**src/rtl/ahb_param_arbiter.sv**
```systemverilog
// ----------------------------------------------------------------------------
// ahb_param_arbiter
//
// Purpose:
//    AHB bus arbiter for NUM_MASTERS requesters. It keeps a one-hot registered
//    grant and moves it only on hready=1 edges. A grant is frozen while the
//    owner holds hlock. It stays frozen for one more hready=1 edge after the
//    owner drops hlock; this is the lock tail. When nothing is requested, the
//    grant returns to DEFAULT_MASTER.
//    hmaster and hmastlock track the address-phase owner one handover behind
//    hgrant.
//
// Configuration macro:
//    AHB_ARB_ROUND_ROBIN_EN
//       defined   : round-robin arbitration. A pointer holds the last winner.
//       undefined : fixed priority; the lowest index wins. No pointer exists.
//
// Parameters:
//    NUM_MASTERS     number of masters (2..16)
//    DEFAULT_MASTER  master parked on when no request is pending
//
// Ports:
//    hclk       in   clock, all state updates on posedge
//    hreset     in   synchronous active-low reset
//    hbusreq    in   [NUM_MASTERS] per-master bus request
//    hlock      in   [NUM_MASTERS] per-master locked-transfer request
//    hready     in   transfer complete; gates arbitration and handover
//    hgrant     out  [NUM_MASTERS] registered one-hot grant
//    hmaster    out  [4] registered address-phase owner index
//    hmastlock  out  registered; address-phase owner is in a locked sequence
// ----------------------------------------------------------------------------
module ahb_param_arbiter #(
   parameter int NUM_MASTERS    = 4,
   parameter int DEFAULT_MASTER = 0
) (
   input  logic                   hclk,
   input  logic                   hreset,
   input  logic [NUM_MASTERS-1:0] hbusreq,
   input  logic [NUM_MASTERS-1:0] hlock,
   input  logic                   hready,
   output logic [NUM_MASTERS-1:0] hgrant,
   output logic [3:0]             hmaster,
   output logic                   hmastlock
);

   localparam logic [3:0]             DEFAULT_IDX   = 4'(DEFAULT_MASTER);
   localparam logic [NUM_MASTERS-1:0] DEFAULT_GRANT =
      {{(NUM_MASTERS-1){1'b0}}, 1'b1} << DEFAULT_MASTER;

   // LOCK_HELD : the owner asserted hlock at the last hready edge.
   // LOCK_TAIL : the owner dropped hlock. The grant is held for one more
   //             hready edge.
   typedef enum logic [1:0] {
      LOCK_OPEN = 2'd0,
      LOCK_HELD = 2'd1,
      LOCK_TAIL = 2'd2
   } lock_state_t;

   lock_state_t               state;
   lock_state_t               state_next;
   logic [3:0]                grant_idx;
   logic                      granted_lock;
   logic                      any_req;
   logic                      arb_en;
   logic [3:0]                win_idx;
   logic [NUM_MASTERS-1:0]    win_grant;
   logic [NUM_MASTERS-1:0]    grant_next;

   // Index of the current owner. The grant is one-hot, so the OR-reduction
   // picks out the owner's own lock bit.
   always_comb begin
      grant_idx = '0;
      for (int i = 0; i < NUM_MASTERS; i++) begin
         if (hgrant[i]) grant_idx = 4'(i);
      end
      granted_lock = |(hlock & hgrant);
      any_req      = |hbusreq;
   end

`ifdef AHB_ARB_ROUND_ROBIN_EN
   logic [3:0] rr_ptr;
   logic [3:0] win_hi;
   logic [3:0] win_any;
   logic       found_hi;

   // Circular search starting after rr_ptr. It takes the lowest requester
   // above the pointer. If there is none, it wraps to the lowest requester
   // overall.
   always_comb begin
      win_hi   = '0;
      win_any  = '0;
      found_hi = 1'b0;
      for (int i = NUM_MASTERS - 1; i >= 0; i--) begin
         if (hbusreq[i]) begin
            win_any = 4'(i);
            if (4'(i) > rr_ptr) begin
               win_hi   = 4'(i);
               found_hi = 1'b1;
            end
         end
      end
      win_idx = found_hi ? win_hi : win_any;
   end

   // The pointer moves only when a real request wins. Parking on the
   // default master leaves it alone.
   always_ff @(posedge hclk) begin
      if (!hreset) begin
         rr_ptr <= DEFAULT_IDX;
      end else if (hready && arb_en && any_req) begin
         rr_ptr <= win_idx;
      end
   end
`else
   // Fixed priority: a descending scan leaves the lowest requester.
   always_comb begin
      win_idx = '0;
      for (int i = NUM_MASTERS - 1; i >= 0; i--) begin
         if (hbusreq[i]) win_idx = 4'(i);
      end
   end
`endif

   always_comb begin
      for (int i = 0; i < NUM_MASTERS; i++) begin
         win_grant[i] = (win_idx == 4'(i));
      end
   end

   // Lock tracking and the next grant. This logic only takes effect on
   // hready=1 edges. A live lock always wins, so a re-lock during the tail
   // freezes the grant again.
   always_comb begin
      state_next = state;
      grant_next = hgrant;
      arb_en     = 1'b0;
      if (granted_lock) begin
         state_next = LOCK_HELD;
      end else begin
         case (state)
            LOCK_HELD: state_next = LOCK_TAIL;
            LOCK_TAIL: begin
               state_next = LOCK_OPEN;
               arb_en     = 1'b1;
            end
            default: begin
               state_next = LOCK_OPEN;
               arb_en     = 1'b1;
            end
         endcase
      end
      if (arb_en) begin
         grant_next = any_req ? win_grant : DEFAULT_GRANT;
      end
   end

   always_ff @(posedge hclk) begin
      if (!hreset) begin
         state     <= LOCK_OPEN;
         hgrant    <= DEFAULT_GRANT;
         hmaster   <= DEFAULT_IDX;
         hmastlock <= 1'b0;
      end else if (hready) begin
         state     <= state_next;
         hgrant    <= grant_next;
         hmaster   <= grant_idx;
         hmastlock <= granted_lock;
      end
   end

endmodule

```
**config.mk**
```make
export PLATFORM = sky130hd
export DESIGN_NAME = ahb_param_arbiter
export DESIGN_NICKNAME = d
export VERILOG_FILES = /design/src/rtl/ahb_param_arbiter.sv
export SDC_FILE = /design/constraint.sdc
export NUM_CORES = 1
export LEC_CHECK = 0
export CAP_MARGIN = 20
export CORE_AREA = 2 2 39 41
export CTS_CLUSTER_SIZE = 8
export DETAILED_ROUTE_END_ITERATION = 16
export DIE_AREA = 0 0 41 43
export DONT_BUFFER_PORTS = 1
export SETUP_SLACK_MARGIN = 0.3
export SLEW_MARGIN = 20
export SYNTH_ARGS = -nofsm -noshare
export SYNTH_HDL_FRONTEND = slang
export SYNTH_SLANG_ARGS = --single-unit
```
**constraint.sdc**
```tcl
create_clock -name hclk -period 1.26 [get_ports hclk]
set_input_delay 0.252 -clock hclk [delete_from_list [all_inputs] [get_ports hclk]]
set_output_delay 0.252 -clock hclk [all_outputs]
set_load 0.1 [all_outputs]
```
==> results.toml, run 1 <==
[run_status]
status = "finished clean"

[cells_and_area]
final_cells = 68
drive_gt1_share_pct = 44.2
nFillCells = 140
nNetsFinal = 64
area_delta_synth_final_pct = 46.7
n_antenna_cell = 0

[synth]
synth-seq-cells = 8
synth_area_leaders = "dfxtp_1 (41%), mux2i_1 (10%), a22oi_2 (6.3%), nand4_4 (5.4%), a21oi_1 (3.8%)"
synth_edf_count = 0
ys_types = 19
synth_area_um2 = 394
synth_area_leader_cell = "dfxtp_1"
synthArstFlopShare_pct = 0
avgSynthCellArea_um2 = 9.38
syn-instance-count = 42
ys_seq_area_share_pct = 40.6
synth_top_area_share_pct = 40.6
synth.yosys.warnings = 0
synth_ff_type = "dfxtp_1"
synth_most_common_cell = "dfxtp_1"
synthTopCellsByCount = "dfxtp_1 (8), mux2i_1 (4), nand2_1 (4)"

[worst_setup_path]
crit_fanout = 4
critPathLaunchType = "flip-flop"
worst-setup-path-type = "reg2reg"
crit_path_end_kind = "flip-flop"
r2r_cells = 3
critPathArrivalTime_ns = 1.27
crit_required_ns = 1.40
crit_path_start = "hgrant[1]"
r2r-start = "hgrant[1]"

[min_path]
hold_start = "hready"
worstHoldPathCells = 1
worst_hold_path_type = "in2reg"

[routing]
wl_per_cell_um = 12.8
ant_nets = 0
first_iter_violations = 4
totalWireLength_um = 867
via_per_inst = 4.78
vias = 325
drc = 0
firstDrtPassIters = 4

[sta]
min_period_over_period_pct = 90.1
fmax_mhz = 881
hold_violations = 0
finalMaxSlewViolations = 0
setup_viol = 0
rsz0062_at_grt = "true"
period_minus_slack_ns = 1.14
finClkSkew_ns = 0.000790
tns_ns = 0

[clock_network]
numCtsBuffers = 3
htree_num_levels = 1
clk_latency_ns = 0.25
hold_buffers = 0
tritoncts = "built"
clkTransAtPathRegs_ns = 0.06
clock-sinks = 8
cts-root-buf = "clkbuf_4"
clk_path_buf_depth = 2

[place]
dp.cells = 63
globalplace.congestion = 0.674
dp_hpwl_um = 665
portBuffers = 0

[grt]
antenna_found_initial = 0
grt_first_pass_wirelength_um = 1290
grt_pass1_vias = 311
grt_overflow = 0
grt_max_degree = 10
gr-usage-all-layers_pct = 11.4

[floorplanning]
core_area_um2 = 1380
fp.dieArea_um2 = 1760
initial_core_util_pct = 28.5
pin_count = 20
fp.dieW_um = 41
die_height_um = 43
rows = 14

[flow_run]
cap_viol_max_count = 0

[power_and_ir_drop]
cellLeakagePower_nw = 0.237
power.density_nw_per_um2 = 1150
worst_ir_drop_vdd_mv = 0.331
[state kept, by name (all words and copies together) (netlist names)]
name     flops
hgrant       4
hmaster      2
state        2
[report_power, final]
group / switching [W] / leakage, nW / internal (W)
Sequential: 0.0000232 / 0.0690 / 0.000259
Clock: 0.0000912 / 0.0150 / 0.000121
Combinational: 0.000113 / 0.153 / 0.0000575
Total: 0.000227 / 0.237 / 0.000438
[final timing paths]
path	end	slack [ns]
max	hgrant[0]	0.12
min	hmaster[1]	0.08
max reg2reg	hgrant[0]	0.12
min reg2reg	state[1]	0.48
[routing by layer]
metal  track usage, %  vias up  part of all wire [%]
li1                 -      164                     -
met1             13.9      144                    43
met2             16.3       15                    45
met3             3.14        2                   9.5
met4             8.00        0                   2.2
met5                0        -                     0
[critical path, stage by stage, from the launching register on]
cell and delay [ns]:
dfxtp_4 0.45, a22oi_2 0.25, nand4_4 0.17, mux2i_1 0.15
[cells by family after synthesis]
group                  share of synthesized area, %
flip-flops                                     40.6
AO/OA/AOI/OAI                                  19.4
multiplexers                                   10.2
other                                         0.951
buffers and inverters                          6.98
AND/OR/NAND/NOR                                21.9
[what timing repair did]
| item | CTS | global route |
|---|---|---|
| cloned | 0 | 0 |
| buffers inserted | 1 | 0 |
| endpoints found under the setup margin | 15 | 15 |
| pin swaps | 2 | 3 |
| gates resized for setup | 12 | 3 |
[placed cells by master (no fill, tap or decap), drive strengths merged]
master and count:
nand3b 2, clkbuf 4, dfxtp 8, o21ai 2
a21oi 3, nand3 2, o31ai 1, nand4 1
nand2 4, nor2 3, inv 2, mux2i 4
and2b 1, conb 2, buf 8, a22oi 2
o211a 1, o31a 1, nand2b 1
[layout make-up]
type,count,area (um2),share of cell area (%)
Tap cell,16,20.0,3.46
Timing Repair Buffer,8,126,21.9
Sequential cell,8,181,31.4
Inverter,2,7.51,1.30
Clock buffer,4,26.3,4.55
Multi-Input combinational cell,30,216,37.4
[stage by stage]
| stage | hold slack, ns | cell area, um2 | utilization (%) | setup WS, ns | power [W] |
|---|---|---|---|---|---|
| after floorplan | 0.334 | 419 | - | 0.164 | 0.000418 |
| after global placement | 0.340 | 484 | 35.0 | 0.102 | 0.000435 |
| after detailed placement | 0.338 | 484 | 35.0 | 0.0846 | 0.000436 |
| after CTS | 0.0739 | 568 | 41.0 | 0.0965 | 0.000674 |
| after global routing | 0.0559 | 578 | 41.8 | 0.0215 | 0.000701 |
| final | 0.0762 | 578 | 41.8 | 0.125 | 0.000665 |
No activity file was read; power rests on OpenSTA's default activity.
==> run 2, diff against run 1 <==
--- a/config.mk
+++ b/config.mk
@@ -5,11 +5,10 @@
 export SDC_FILE = /design/constraint.sdc
 export NUM_CORES = 1
 export LEC_CHECK = 0
-export CAP_MARGIN = 20
-export CORE_AREA = 2 2 39 41
+export CORE_AREA = 4 4 41 43
 export CTS_CLUSTER_SIZE = 8
 export DETAILED_ROUTE_END_ITERATION = 16
-export DIE_AREA = 0 0 41 43
+export DIE_AREA = 0 0 45 47
 export DONT_BUFFER_PORTS = 1
 export SETUP_SLACK_MARGIN = 0.3
 export SLEW_MARGIN = 20
==> run 2 against run 1 <==
Net effect: cell count shrank 1.5%; worst setup slack gained 0.034 ns; critical path depth is the same; count of clock-buffer cells in the layout is the same; total power shrank 0.23%; clock skew grew 0.0048 ns; register-to-register slack gained 0.03 ns; sequential share of layout area shrank 0.068 points; wire length grew 0.12%; critical endpoint is now state[1]; largest power group unchanged; highest routed layer unchanged.
==> results.toml, run 2 (synthesized netlist as in run 1, its figures left out) <==
[sta]
finalMaxSlewViolations = 0
hold_violations = 0
rsz0062_at_grt = "true"
fmax_mhz = 908
finClkSkew_ns = 0.00556
min_period_over_period_pct = 87.4
setup_viol = 0
period_minus_slack_ns = 1.10
tns_ns = 0

[power_and_ir_drop]
power.density_nw_per_um2 = 1150
power.switching_w = 0.000225
cellLeakagePower_nw = 0.237
combPwrFrac_pct = 25.9
seqPwrFrac_pct = 42.2
worst_ir_drop_vdd_mv = 0.443
clkPwrFrac_pct = 31.9
p_sw_share_pct = 34.0
p_int_w = 0.000438

[clock_network]
clock-sinks = 8
clkTransAtPathRegs_ns = 0.06
clk_latency_ns = 0.25
cts-root-buf = "clkbuf_4"
numCtsBuffers = 3
clk_path_buf_depth = 2
htree_num_levels = 1
tritoncts = "built"

[routing]
drc = 0
wl_per_cell_um = 13.0
first_iter_violations = 4
ant_nets = 0
vias = 323
firstDrtPassIters = 4
via_per_inst = 4.82
totalWireLength_um = 868

[worst_setup_path]
critPathArrivalTime_ns = 1.26
crit_fanout = 3
crit_required_ns = 1.42
r2r_setup_slack_ns = 0.16
rr_endpoint = "state[1]"
endpoint = "state[1]"
r2r_cells = 3
crit_path_end_kind = "flip-flop"
r2r-start = "hgrant[1]"
crit_path_start = "hgrant[1]"
critPathLaunchType = "flip-flop"
worst-setup-path-type = "reg2reg"

[floorplanning]
fp.dieW_um = 45
initial_core_util_pct = 30.3
rows = 13
die_height_um = 47
core_area_um2 = 1300
pin_count = 20
fp.dieArea_um2 = 2120

[cells_and_area]
nNetsFinal = 64
final_common_cell = "buf_12"
reg_top3 = "hgrant (4), hmaster (2), state (2)"
largest_register_ffs = 4
final_cells = 67
area_delta_synth_final_pct = 47.0
n_antenna_cell = 0
largest_register = "hgrant"
nFillCells = 140
final_cell_mix = "buf_12 (6), dfxtp_4 (5), nand2_1 (4), mux2i_1 (4)"
drive_gt1_share_pct = 40.4

[place]
dp.cells = 62
portBuffers = 0
globalplace.congestion = 0.735
dp_hpwl_um = 677

[grt]
gr-usage-all-layers_pct = 9.65
grt_first_pass_wirelength_um = 1390
grt_overflow = 0
antenna_found_initial = 0
grt_max_degree = 10
grt_pass1_vias = 317

[run_status]
status = "finished clean"

[min_path]
worst_hold_path_type = "in2reg"

[flow_run]
cap_viol_max_count = 0
run 2: per-layer routing:
metal	GRT usage [%]	vias to the layer above	routed length, um
li1	-	166	-
met1	11.2	142	359
met2	12.7	13	406
met3	4.98	2	82
met4	8.77	0	19
met5	0	-	0
run 2: layout make-up:
class	count	area [um2]	area share, %
Clock buffer	4	26.3	4.54
Sequential cell	8	181	31.3
Multi-Input combinational cell	30	210	36.3
Timing Repair Buffer	8	135	23.3
Tap cell	15	18.8	3.24
Inverter	2	7.51	1.30
run 2: critical path, stage by stage (launching register included):
cell     delay, ns
dfxtp_4       0.45
a22oi_2       0.23
nand3_1       0.13
o31ai_1       0.20
run 2: how the worst min path moves through the flow:
stage | from | end | cells after the start
floorplan | hready | hmaster[0] | 1
global placement | hready | hmaster[1] | 1
detailed placement | hready | hmaster[0] | 1
CTS | hready | hmaster[1] | 1
global route | hready | hmaster[1] | 1
finish | hready | hmaster[1] | 1
run 2: repair_timing:
item                                   4_1_cts  5_1_grt
endpoints found under the hold margin        0        0
setup endpoints to repair                   14       14
hold buffers                                 0        0
buffers inserted                             1        0
pin swaps                                    2        1
resized for setup                           14        1
run 2: metrics by stage:
step / total power, W / utilization (%) / area (um2) / worst slack [ns] / hold slack [ns]
after floorplan: 0.000418 / - / 419 / 0.164 / 0.334
after global placement: 0.000435 / 37.1 / 483 / 0.143 / 0.335
after detailed placement: 0.000436 / 37.1 / 483 / 0.119 / 0.338
after CTS: 0.000677 / 44.1 / 574 / 0.141 / 0.0614
after global routing: 0.000701 / 44.5 / 579 / 0.104 / 0.0567
final: 0.000664 / 44.5 / 579 / 0.159 / 0.0739
run 2: power by group through the flow:
stage	clock, W	combinational [W]	sequential [W]
CTS	0.000225	0.000173	0.000280
floorplan	0	0.0000731	0.000345
detailed placement	0	0.000154	0.000282
finish	0.000212	0.000172	0.000280
global placement	0	0.000153	0.000281
global route	0.000242	0.000178	0.000281
